<file path="src/rtl/reg_port_seq_pkg.sv">
// Shared definitions for the register-file port sequencer:
// geometry, access-width encodings and the sequencer state set.
package reg_port_seq_pkg;

    localparam int NUM_REGS = 6;
    localparam int DATA_W   = 20;
    localparam int HALF_W   = 10;
    localparam int ADDR_W   = 3;

    typedef enum logic [1:0] {
        SEL_FULL = 2'b00,
        SEL_HI   = 2'b01,
        SEL_LO   = 2'b10,
        SEL_NONE = 2'b11
    } sel_e;

    typedef enum logic [2:0] {
        IDLE,
        RD_A,
        RD_B,
        CAP_B,
        OPND,
        WAIT_WB,
        WR
    } state_e;

    function automatic logic addr_ok(input logic [ADDR_W-1:0] a);
        return a < ADDR_W'(NUM_REGS);
    endfunction

endpackage

</file>
<file path="src/rtl/reg_port_seq_fmt.sv">
// Width formatter: passes a full word through, otherwise keeps the
// low half-word and zero-fills the upper bits.
module reg_port_fmt
    import reg_port_seq_pkg::*;
(
    input  logic [1:0]        sel,
    input  logic [DATA_W-1:0] din,
    output logic [DATA_W-1:0] dout
);

    always_comb begin
        dout = {{(DATA_W-HALF_W){1'b0}}, din[HALF_W-1:0]};
        if (sel == SEL_FULL)
            dout = din;
    end

endmodule

</file>
<file path="src/rtl/reg_port_seq.sv">
// Sequencer owning the single register-file port: reads two operands,
// hands them to execute, then optionally writes one result back.
module reg_port_seq
    import reg_port_seq_pkg::*;
(
    input  logic              clk,
    input  logic              rst_n,
    input  logic              req_valid,
    output logic              req_ready,
    input  logic [1:0]        req_sel,
    input  logic [ADDR_W-1:0] req_src_a,
    input  logic [ADDR_W-1:0] req_src_b,
    input  logic [ADDR_W-1:0] req_dst,
    input  logic              req_wb,
    output logic              err,
    output logic              opnd_valid,
    input  logic              opnd_ready,
    output logic [DATA_W-1:0] opnd_a,
    output logic [DATA_W-1:0] opnd_b,
    input  logic              wb_valid,
    output logic              wb_ready,
    input  logic [DATA_W-1:0] wb_data,
    output logic [1:0]        rf_addr_sel,
    output logic [ADDR_W-1:0] rf_addr,
    output logic              rf_we,
    output logic [DATA_W-1:0] rf_wdata,
    input  logic [DATA_W-1:0] rf_rdata
);

    state_e            state;
    logic [1:0]        sel_q;
    logic [ADDR_W-1:0] src_b_q;
    logic [ADDR_W-1:0] dst_q;
    logic              wb_q;
    logic [DATA_W-1:0] rd_fmt;
    logic [DATA_W-1:0] wr_fmt;
    logic              illegal;

    reg_port_fmt u_rd_fmt (
        .sel  (sel_q),
        .din  (rf_rdata),
        .dout (rd_fmt)
    );

    reg_port_fmt u_wr_fmt (
        .sel  (sel_q),
        .din  (wb_data),
        .dout (wr_fmt)
    );

    // Destination only matters when a write-back will actually happen
    assign illegal = (req_sel == SEL_NONE)
                   || !addr_ok(req_src_a)
                   || !addr_ok(req_src_b)
                   || (req_wb && !addr_ok(req_dst));

    always_ff @(posedge clk or negedge rst_n) begin
        if (!rst_n) begin
            state       <= IDLE;
            sel_q       <= SEL_NONE;
            src_b_q     <= '0;
            dst_q       <= '0;
            wb_q        <= 1'b0;
            req_ready   <= 1'b1;
            err         <= 1'b0;
            opnd_valid  <= 1'b0;
            opnd_a      <= '0;
            opnd_b      <= '0;
            wb_ready    <= 1'b0;
            rf_we       <= 1'b0;
            rf_addr_sel <= SEL_NONE;
            rf_addr     <= '0;
            rf_wdata    <= '0;
        end else begin
            err <= 1'b0;
            unique case (state)
                IDLE: begin
                    if (req_valid) begin
                        if (illegal) begin
                            err <= 1'b1;
                        end else begin
                            sel_q       <= req_sel;
                            src_b_q     <= req_src_b;
                            dst_q       <= req_dst;
                            wb_q        <= req_wb;
                            rf_addr     <= req_src_a;
                            rf_addr_sel <= req_sel;
                            req_ready   <= 1'b0;
                            state       <= RD_A;
                        end
                    end
                end
                RD_A: begin
                    rf_addr <= src_b_q;
                    state   <= RD_B;
                end
                // Read data lags the address by one cycle
                RD_B: begin
                    opnd_a      <= rd_fmt;
                    rf_addr_sel <= SEL_NONE;
                    state       <= CAP_B;
                end
                CAP_B: begin
                    opnd_b     <= rd_fmt;
                    opnd_valid <= 1'b1;
                    state      <= OPND;
                end
                OPND: begin
                    if (opnd_ready) begin
                        opnd_valid <= 1'b0;
                        if (wb_q) begin
                            wb_ready <= 1'b1;
                            state    <= WAIT_WB;
                        end else begin
                            req_ready <= 1'b1;
                            state     <= IDLE;
                        end
                    end
                end
                WAIT_WB: begin
                    if (wb_valid) begin
                        wb_ready    <= 1'b0;
                        rf_wdata    <= wr_fmt;
                        rf_we       <= 1'b1;
                        rf_addr     <= dst_q;
                        rf_addr_sel <= sel_q;
                        state       <= WR;
                    end
                end
                WR: begin
                    rf_we       <= 1'b0;
                    rf_addr_sel <= SEL_NONE;
                    req_ready   <= 1'b1;
                    state       <= IDLE;
                end
                default: begin
                    state <= IDLE;
                end
            endcase
        end
    end

endmodule
</file>
<file path="config.mk">
export PLATFORM = sky130hd
export DESIGN_NAME = reg_port_seq
export DESIGN_NICKNAME = d
export VERILOG_FILES = /design/src/rtl/reg_port_seq_pkg.sv /design/src/rtl/reg_port_seq_fmt.sv /design/src/rtl/reg_port_seq.sv
export SDC_FILE = /design/constraint.sdc
export NUM_CORES = 1
export LEC_CHECK = 0
export CORE_ASPECT_RATIO = 0.8
export CORE_UTILIZATION = 35
export DETAILED_ROUTE_END_ITERATION = 8
export GPL_ROUTABILITY_DRIVEN = 0
export PLACE_DENSITY = 0.63
export SYNTH_ARGS = -nofsm -noshare
export SYNTH_HDL_FRONTEND = slang
export SYNTH_HIERARCHICAL = 1
export SYNTH_SLANG_ARGS = --single-unit
</file>
<file path="constraint.sdc">
create_clock -name clk -period 3.2 [get_ports clk]
set_input_delay 0.8 -clock clk [delete_from_list [all_inputs] [get_ports clk]]
set_output_delay 0.8 -clock clk [all_outputs]
set_load 0.1 [all_outputs]
</file>
# [After elaboration in Yosys (flattened, before gate mapping)]
# Cells that the tools add are included.
[totals] regBits=82 latchBits=0 ram_bits=0 rom_bits=0 output_inout_bits=70 elab_cells=89 n_memories=0
[classes] add_sub_neg=0 mul=0 n_div=0 magnitude_cmp=3 n_eq_ne=13 shifts=0 n_mux=32 bitwise_logic=1 n_reduce_logical=25
[ops] cell="20-bit 2-to-1 mux" count=2
[ops] cell="3-bit 2-to-1 mux" count=8
[ops] cell="3-bit case mux with 6 select lines" count=1
[ops] cell="4-bit AND reduction" count=4
[ops] cell="1-bit 2-to-1 mux" count=12
[ops] cell="2-bit inequality test, second input constant" count=6
[ops] cell="3-bit equality test, second input constant" count=3
[ops] cell="3-bit less-than comparator, second input constant" count=3
[ops] cell="3-bit case mux with 3 select lines" count=1
[ops] cell="3-bit nonzero test" count=3
[ops] cell="3-bit by 2-bit equality test with 1-bit output, second input constant" count=2
[ops] cell="2-bit 2-to-1 mux" count=3
[ops] cell="1-bit case mux with 2 select lines" count=3
[ops] cell="2-bit case mux with 3 select lines" count=1
[ops] cell="2-bit AND reduction" count=3
[ops] cell="2-bit nonzero test" count=3
[ops] cell="5-bit AND reduction" count=1
[ops] cell="3-bit by 1-bit equality test with 1-bit output, second input constant" count=1
[ops] cell="1-bit logical NOT" count=3
[ops] cell="3-bit logical NOT" count=1
[ops] cell="1-bit logical OR" count=3
[ops] cell="1-bit case mux with 3 select lines" count=1
[ops] cell="3-bit AND reduction" count=1
[ops] cell="2-bit equality test, second input constant" count=1
[ops] cell="other kinds (4)" count=4

# [Longest topological paths before layout]
# Gate-level depths: netlist of the first run.
[logic_depth] depth_word=8 depth_mapped=5 mapped_depth_nobuf=4

# [By module]
# Netlist of the first run, hierarchy kept.
[modules_own_cells] module="reg_port_seq" n_inst=1 cells_each=224 area_each_um2=3290.7 seq_area_each_um2=2058.2
[modules_own_cells] module="reg_port_fmt" n_inst=2 cells_each=22 area_each_um2=222.7 seq_area_each_um2=0.0

# [Worst setup path before layout of the first run]
# Ideal clock, no wire load.
[synth_timing] path_kind="input-to-reg" startpoint="in req_sel[1]" endpoint="reg rf_addr[0]" setup_ps=125 arrival_time_ps=1960 required_ps=3075 path_slack_ps=1114 stages=4 path_buffers=0 cell_sequence="a222oi_1 > a31oi_1 > a211o_2 > mux2_4"
[synth_between] elab_chain_len=6
[synth_rtl] element="from (decl)" line="reg_port_seq.sv:10" rtl="input logic [1:0] req_sel,"
[synth_rtl] element="2-bit equality test" line="reg_port_seq.sv:52" rtl="assign illegal = (req_sel == SEL_NONE)"
[synth_rtl] element="1-bit logical OR" line="reg_port_seq.sv:53" rtl="|| !addr_ok(req_src_a)"
[synth_rtl] element="1-bit logical OR" line="reg_port_seq.sv:54" rtl="|| !addr_ok(req_src_b)"
[synth_rtl] element="1-bit logical OR" line="reg_port_seq.sv:55" rtl="|| (req_wb && !addr_ok(req_dst));"
[synth_rtl] element="2-bit inequality test (no source line)"
[synth_rtl] element="4-bit AND reduction (no source line)"
[synth_rtl] element="to (signal assigned)" line="reg_port_seq.sv:86" rtl="rf_addr <= req_src_a;"
[synth_rtl] element="to (signal assigned)" line="reg_port_seq.sv:94" rtl="rf_addr <= src_b_q;"
[synth_rtl] element="to (signal assigned)" line="reg_port_seq.sv:125" rtl="rf_addr <= dst_q;"
[synth_rtl] element="to (decl)" line="reg_port_seq.sv:24" rtl="output logic [ADDR_W-1:0] rf_addr,"
# No other way between the ends.
# A chain may end at the register's enable or synchronous reset.

# [Final worst setup path of the first run]
[layout_timing] startpoint="in req_sel[1]" endpoint="reg rf_addr[1]"
# Same word-level chain as after synthesis.

==> summary.md, run 1 <==
| Metric | Value |
|---|---|
| First-pass GRT wire length | 12900 µm |
| Ys Warns | 6 |
| Fin Setup TNS | 0 ps |
| Tot GR Track Use | 0.151 |
| Total of max-cap violations | 0 |
| Crit Path Max Fanout | 3 |
| CTS buffer count | 9 |
| Synthesis-to-finish area growth | 37.4% |
| Grt ovf | 0 |
| Drt wl/cell | 15.4 µm |
| Die width | 118 µm |
| Setup crit end kind | register |
| # DRC | 0 |
| CTS root buf | clkbuf_16 |
| Die Y | 94.4 µm |
| CP Class | in2reg |
| Vias after detailed routing | 2467 |
| Synth unique cells | 34 |
| Synth area leaders | dfrtp_1 52%, mux2_2 21%, nor3b_2 6.7% |
| Fraction of layout cells with a size suffix above 1 | 0.511 |
| Nets | 432 |
| Syn_area_per_cell | 13.9 µm² |
| Core area | 10300 µm² |
| WHS | 489 ps |
| Status | finished clean |
| Period Utilization, post-route | 0.743 |
| Worst-Skew Late Latency | 330 ps |
| Vias per std cell | 4.74 |
| Top cell type's share of synthesized area | 0.516 |
| Final HPWL DP | 5600 µm |
| Initial antenna violation count | 0 |
| Port bufs | 126 |
| Yosys reg bits | 82 |
| Mapped Cells | 268 |
| Unrepaired setup endpoints after global routing | no |
| DR pass1 iterations | 4 |
| Post-CTS setup buffers | 0 |
| Setup crit start kind | primary input |
| Syn Nets | 325 |
| FMAX | 421 MHz |
| Final setup vio count | 0 |
| TritonCTS clock tree | built |
| Worst-path clk slew | 60 ps |
| IO Pins | 127 |
| Post-route ant nets | 0 |
| Measured slew at the worst slew-check pin | 682 ps |
| 1st-iter DRT viols | 97 |
| Hold-fix buffers, CTS | 0 |
| Slew HR | 0.545 |
| Post-synthesis sequential area ratio | 0.551 |
| Largest net degree at the start of global routing | 53 |
| Clk_skew | 5.02 ps |
| Crit path DAT | 2590 ps |
| Total length of routed wires | 8030 µm |
| WP data required | 3420 ps |
| Post-layout min period | 2380 ps |
| Mapped Area | 3740 µm² |
| H-tree depth | 3 |
| Starting Density | 0.362 |
| Largest area contributor in the netlist | dfrtp_1 |
| PostCTS Resize Cnt | 0 |
| Vias in the first global route | 2421 |
| Clock sink count | 82 |
| Hold/Removal Path Class | reg2reg |
| Count of final max-slew check failures | 0 |
| Row cnt | 33 |
| Antenna Cells | 0 |
| Clock buffer depth | 2 |
| DIE AREA | 11100 µm² |
| Hold Fails Final Rpt | 0 |
critical path, stage by stage:
cell and delay, ps:
clkdlybuf4s50_1 440, a222oi_1 440, a31oi_1 210, a211o_2 390, mux2_4 310
layout by cell type, fill, tap and decap left out, drive strengths merged, types with 3 or more instances in the layout:
cell type / n
nor3: 3
mux2: 72
nand2b: 3
clkbuf: 12
nor2: 8
dfstp: 5
nor3b: 23
dfrtp: 77
nand2: 8
clkdlybuf4s50: 55
a21oi: 3
buf: 76
o21ai: 7
mux2i: 3
through the flow:
step | instances | utilization | cell area, µm² | worst slack (ps)
after floorplan | 268 | - | 3740 | 1110
after global placement | 504 | 0.464 | 4790 | 483
after detailed placement | 504 | 0.464 | 4790 | 474
after CTS | 520 | 0.497 | 5130 | 814
after global routing | 520 | 0.497 | 5130 | 741
final | 520 | 0.497 | 5130 | 824
cells in the mapped netlist, drive strengths merged:
library cell,count
o21a,1
clkbuf,5
nor3b,23
mux2,72
o32ai,1
nand3b,1
or3,1
and2,2
o21ai,7
a31oi,2
a222oi,1
mux2i,3
a21oi,3
o21bai,1
dfstp,5
nand4b,1
nor2,8
nand2b,3
nor3,3
buf,30
inv,2
dfrtp,77
o221a,2
a211o,1
o2bb2ai,1
nand3,2
nor2b,2
nand2,8
logic make-up after synthesis:
logic type             synth area share
AO/OA/AOI/OAI                    0.0368
AND/OR/NAND/NOR                   0.115
flip-flops                        0.551
buffers and inverters            0.0690
multiplexers                      0.228
layer usage:
metal | wire [µm] | vias up | track usage
met2 | 3500 | 88 | 0.218
li1 | - | 1144 | -
met1 | 3930 | 1226 | 0.212
met5 | 0 | - | 0
met3 | 495 | 9 | 0.0483
met4 | 103 | 0 | 0.0513
final timing paths:
kind	startpoint	end	slack, ps	depth (start not counted)
min reg2reg	req_ready	req_ready	490	1
min	req_ready	req_ready	490	1
max	req_sel[1]	rf_addr[1]	820	5
max reg2reg	state[0]	opnd_b[2]	1280	4
max in group asynchronous	rst_n	req_ready	2000	2
min in group asynchronous	rst_n	opnd_b[14]	510	1
final cells by class:
| type | count | area (µm²) |
|---|---|---|
| clock inverters | 4 | 72.6 |
| fillers | 935 | 5190 |
| repair buffers | 131 | 1130 |
| well taps | 140 | 175 |
| multi-input cells | 149 | 1420 |
| inverters | 2 | 7.51 |
| flip-flops and latches | 82 | 2060 |
| clock buffers | 12 | 267 |
flip-flops by register name, summed over array words and instances, names as in the netlist, 2 cells and up:
name and count:
rf_addr 3, src_b_q 3, state 3, sel_q 2, rf_wdata 20, rf_addr_sel 2
opnd_b 20, dst_q 3, opnd_a 20
Power of run 1 is not shown: default switching activity piles up to over one toggle a cycle in this logic, so the estimate is an artifact.
==> run 2: changes to the inputs <==
==> constraint.sdc (replaced) <==
create_clock -name clk -period 2.4 [get_ports clk]
set_input_delay 0.6 -clock clk [delete_from_list [all_inputs] [get_ports clk]]
set_output_delay 0.6 -clock clk [all_outputs]
set_load 0.1 [all_outputs]
==> run 2 against run 1 <==
Net effect:
- clock skew is essentially flat
- via count grew 0.81%
- critical path depth is the same
- worst setup slack lost 520 ps
- non-clock buffer count grew 5
- hold slack lost 290 ps
- die area is the same
- count of clock-buffer cells in the layout is the same
- first-iteration DRC count grew 5.2%
- flip-flop and latch count is the same
- sequential share of layout area shrank 0.41 points
- cell count grew 0.96%
- critical path type unchanged
==> summary.md, run 2 (same netlist as run 1, synthesis figures left out) <==
| Metric | Value |
|---|---|
| Status | finished clean |
| Post-CTS setup buffers | 0 |
| Largest registers | opnd_a (20), opnd_b (20), rf_wdata (20) |
| Total of max-cap violations | 0 |
| FMAX | 478 MHz |
| CTS buffer count | 9 |
| Area of the multi-input gates | 1420 µm² |
| GR Util met3 | 0.0477 |
| GR Layer Usage met2 | 0.230 |
| Setup WS post-layout | 307 ps |
| Fraction of layout cells with a size suffix above 1 | 0.514 |
| Tot GR Track Use | 0.156 |
| Clock buffer depth | 2 |
| DR pass1 iterations | 4 |
| Crit Path Max Fanout | 3 |
| Setup crit start kind | primary input |
| Final HPWL DP | 5540 µm |
| GR Util met1 | 0.216 |
| Clk_skew | 5.40 ps |
| PostCTS Resize Cnt | 0 |
| Die Y | 94.4 µm |
| Measured slew at the worst slew-check pin | 678 ps |
| Post-route ant nets | 0 |
| # DRC | 0 |
| Synthesis-to-finish area growth | 38.8% |
| Most frequent cells in the layout | 80 x buf_4, 77 x dfrtp_1, 69 x mux2_2 |
| Initial antenna violation count | 0 |
| Register area | 2060 µm² |
| R2r setup slk | 660 ps |
| Grt peak-use layer | met2 |
| Antenna Cells | 0 |
| Fin Setup TNS | 0 ps |
| Commonest non-fill, non-tap cell in the layout | buf_4 |
| WP data required | 2620 ps |
| TritonCTS clock tree | built |
| DIE AREA | 11100 µm² |
| Vias per std cell | 4.74 |
| Vias after detailed routing | 2487 |
| Core area | 10300 µm² |
| Period Utilization, post-route | 0.872 |
| Port bufs | 126 |
| Worst-path clk slew | 60 ps |
| Fillers | 917 |
| First-pass GRT wire length | 13200 µm |
| Clock sink count | 82 |
| Nets | 437 |
| Final setup vio count | 0 |
| Total length of routed wires | 8070 µm |
| Hold Fails Final Rpt | 0 |
| Vias in the first global route | 2478 |
| Row cnt | 33 |
| 1st-iter DRT viols | 102 |
| CTS root buf | clkbuf_16 |
| Cell Count Post-Placement | 509 |
| Hold-fix buffers, CTS | 0 |
| Drt wl/cell | 15.4 µm |
| Largest net degree at the start of global routing | 53 |
| Count of final max-slew check failures | 0 |
| Hold/Removal Path Class | in2async |
| Post-layout min period | 2090 ps |
| Pre-CTS setup slack | -64.0 ps |
| Setup crit end kind | register |
| WHS | 200 ps |
| Starting Density | 0.362 |
| Die width | 118 µm |
| CP Class | in2reg |
| Slew HR | 0.548 |
| Fin cells | 525 |
| Grt ovf | 0 |
| Crit path DAT | 2320 ps |
| IO Pins | 127 |
| Worst-Skew Late Latency | 340 ps |
| H-tree depth | 3 |
| Unrepaired setup endpoints after global routing | no |
[run 2: changes by cell type in the layout (fill, tap and decap cells not counted)]
cell and change:
bufinv_16 +1, buf_4 +5, clkinv_2 -1, clkbuf_8 -1, clkbuf_1 +1
[run 2: area by class of cell]
| class | instances | share of cell area |
|---|---|---|
| multi-input cells | 149 | 0.274 |
| well taps | 140 | 0.0338 |
| inverters | 2 | 0.00145 |
| clock buffers | 12 | 0.0495 |
| clock inverters | 4 | 0.0188 |
| flip-flops and latches | 82 | 0.397 |
| repair buffers | 136 | 0.226 |
[run 2: final timing paths]
check | startpoint | end | cells after the start
hold reg to reg | wb_ready | wb_ready | 1
setup / recovery | req_sel[1] | rf_addr[0] | 5
min in group clk | wb_ready | wb_ready | 1
max in group asynchronous | rst_n | req_ready | 2
setup reg to reg | state[2] | rf_addr[0] | 4
hold / removal | rst_n | opnd_b[14] | 1
[run 2: worst max-delay path: stages]
cell and delay [ps]:
clkdlybuf4s50_1 420, a222oi_1 440, a31oi_1 170, a211o_2 380
mux2_4 310
[run 2: routing by layer]
| metal | vias up | part of all wire |
|---|---|---|
| li1 | 1156 | - |
| met1 | 1233 | 0.49 |
| met2 | 88 | 0.43 |
| met3 | 10 | 0.062 |
| met4 | 0 | 0.014 |
| met5 | - | 0 |
[run 2: stage by stage]
step	area, µm²	util
floorplan	3740	-
global placement	4830	0.468
detailed placement	4830	0.468
CTS	5190	0.502
global route	5190	0.502
finish	5190	0.502
Power of run 2 is left out for the same reason.
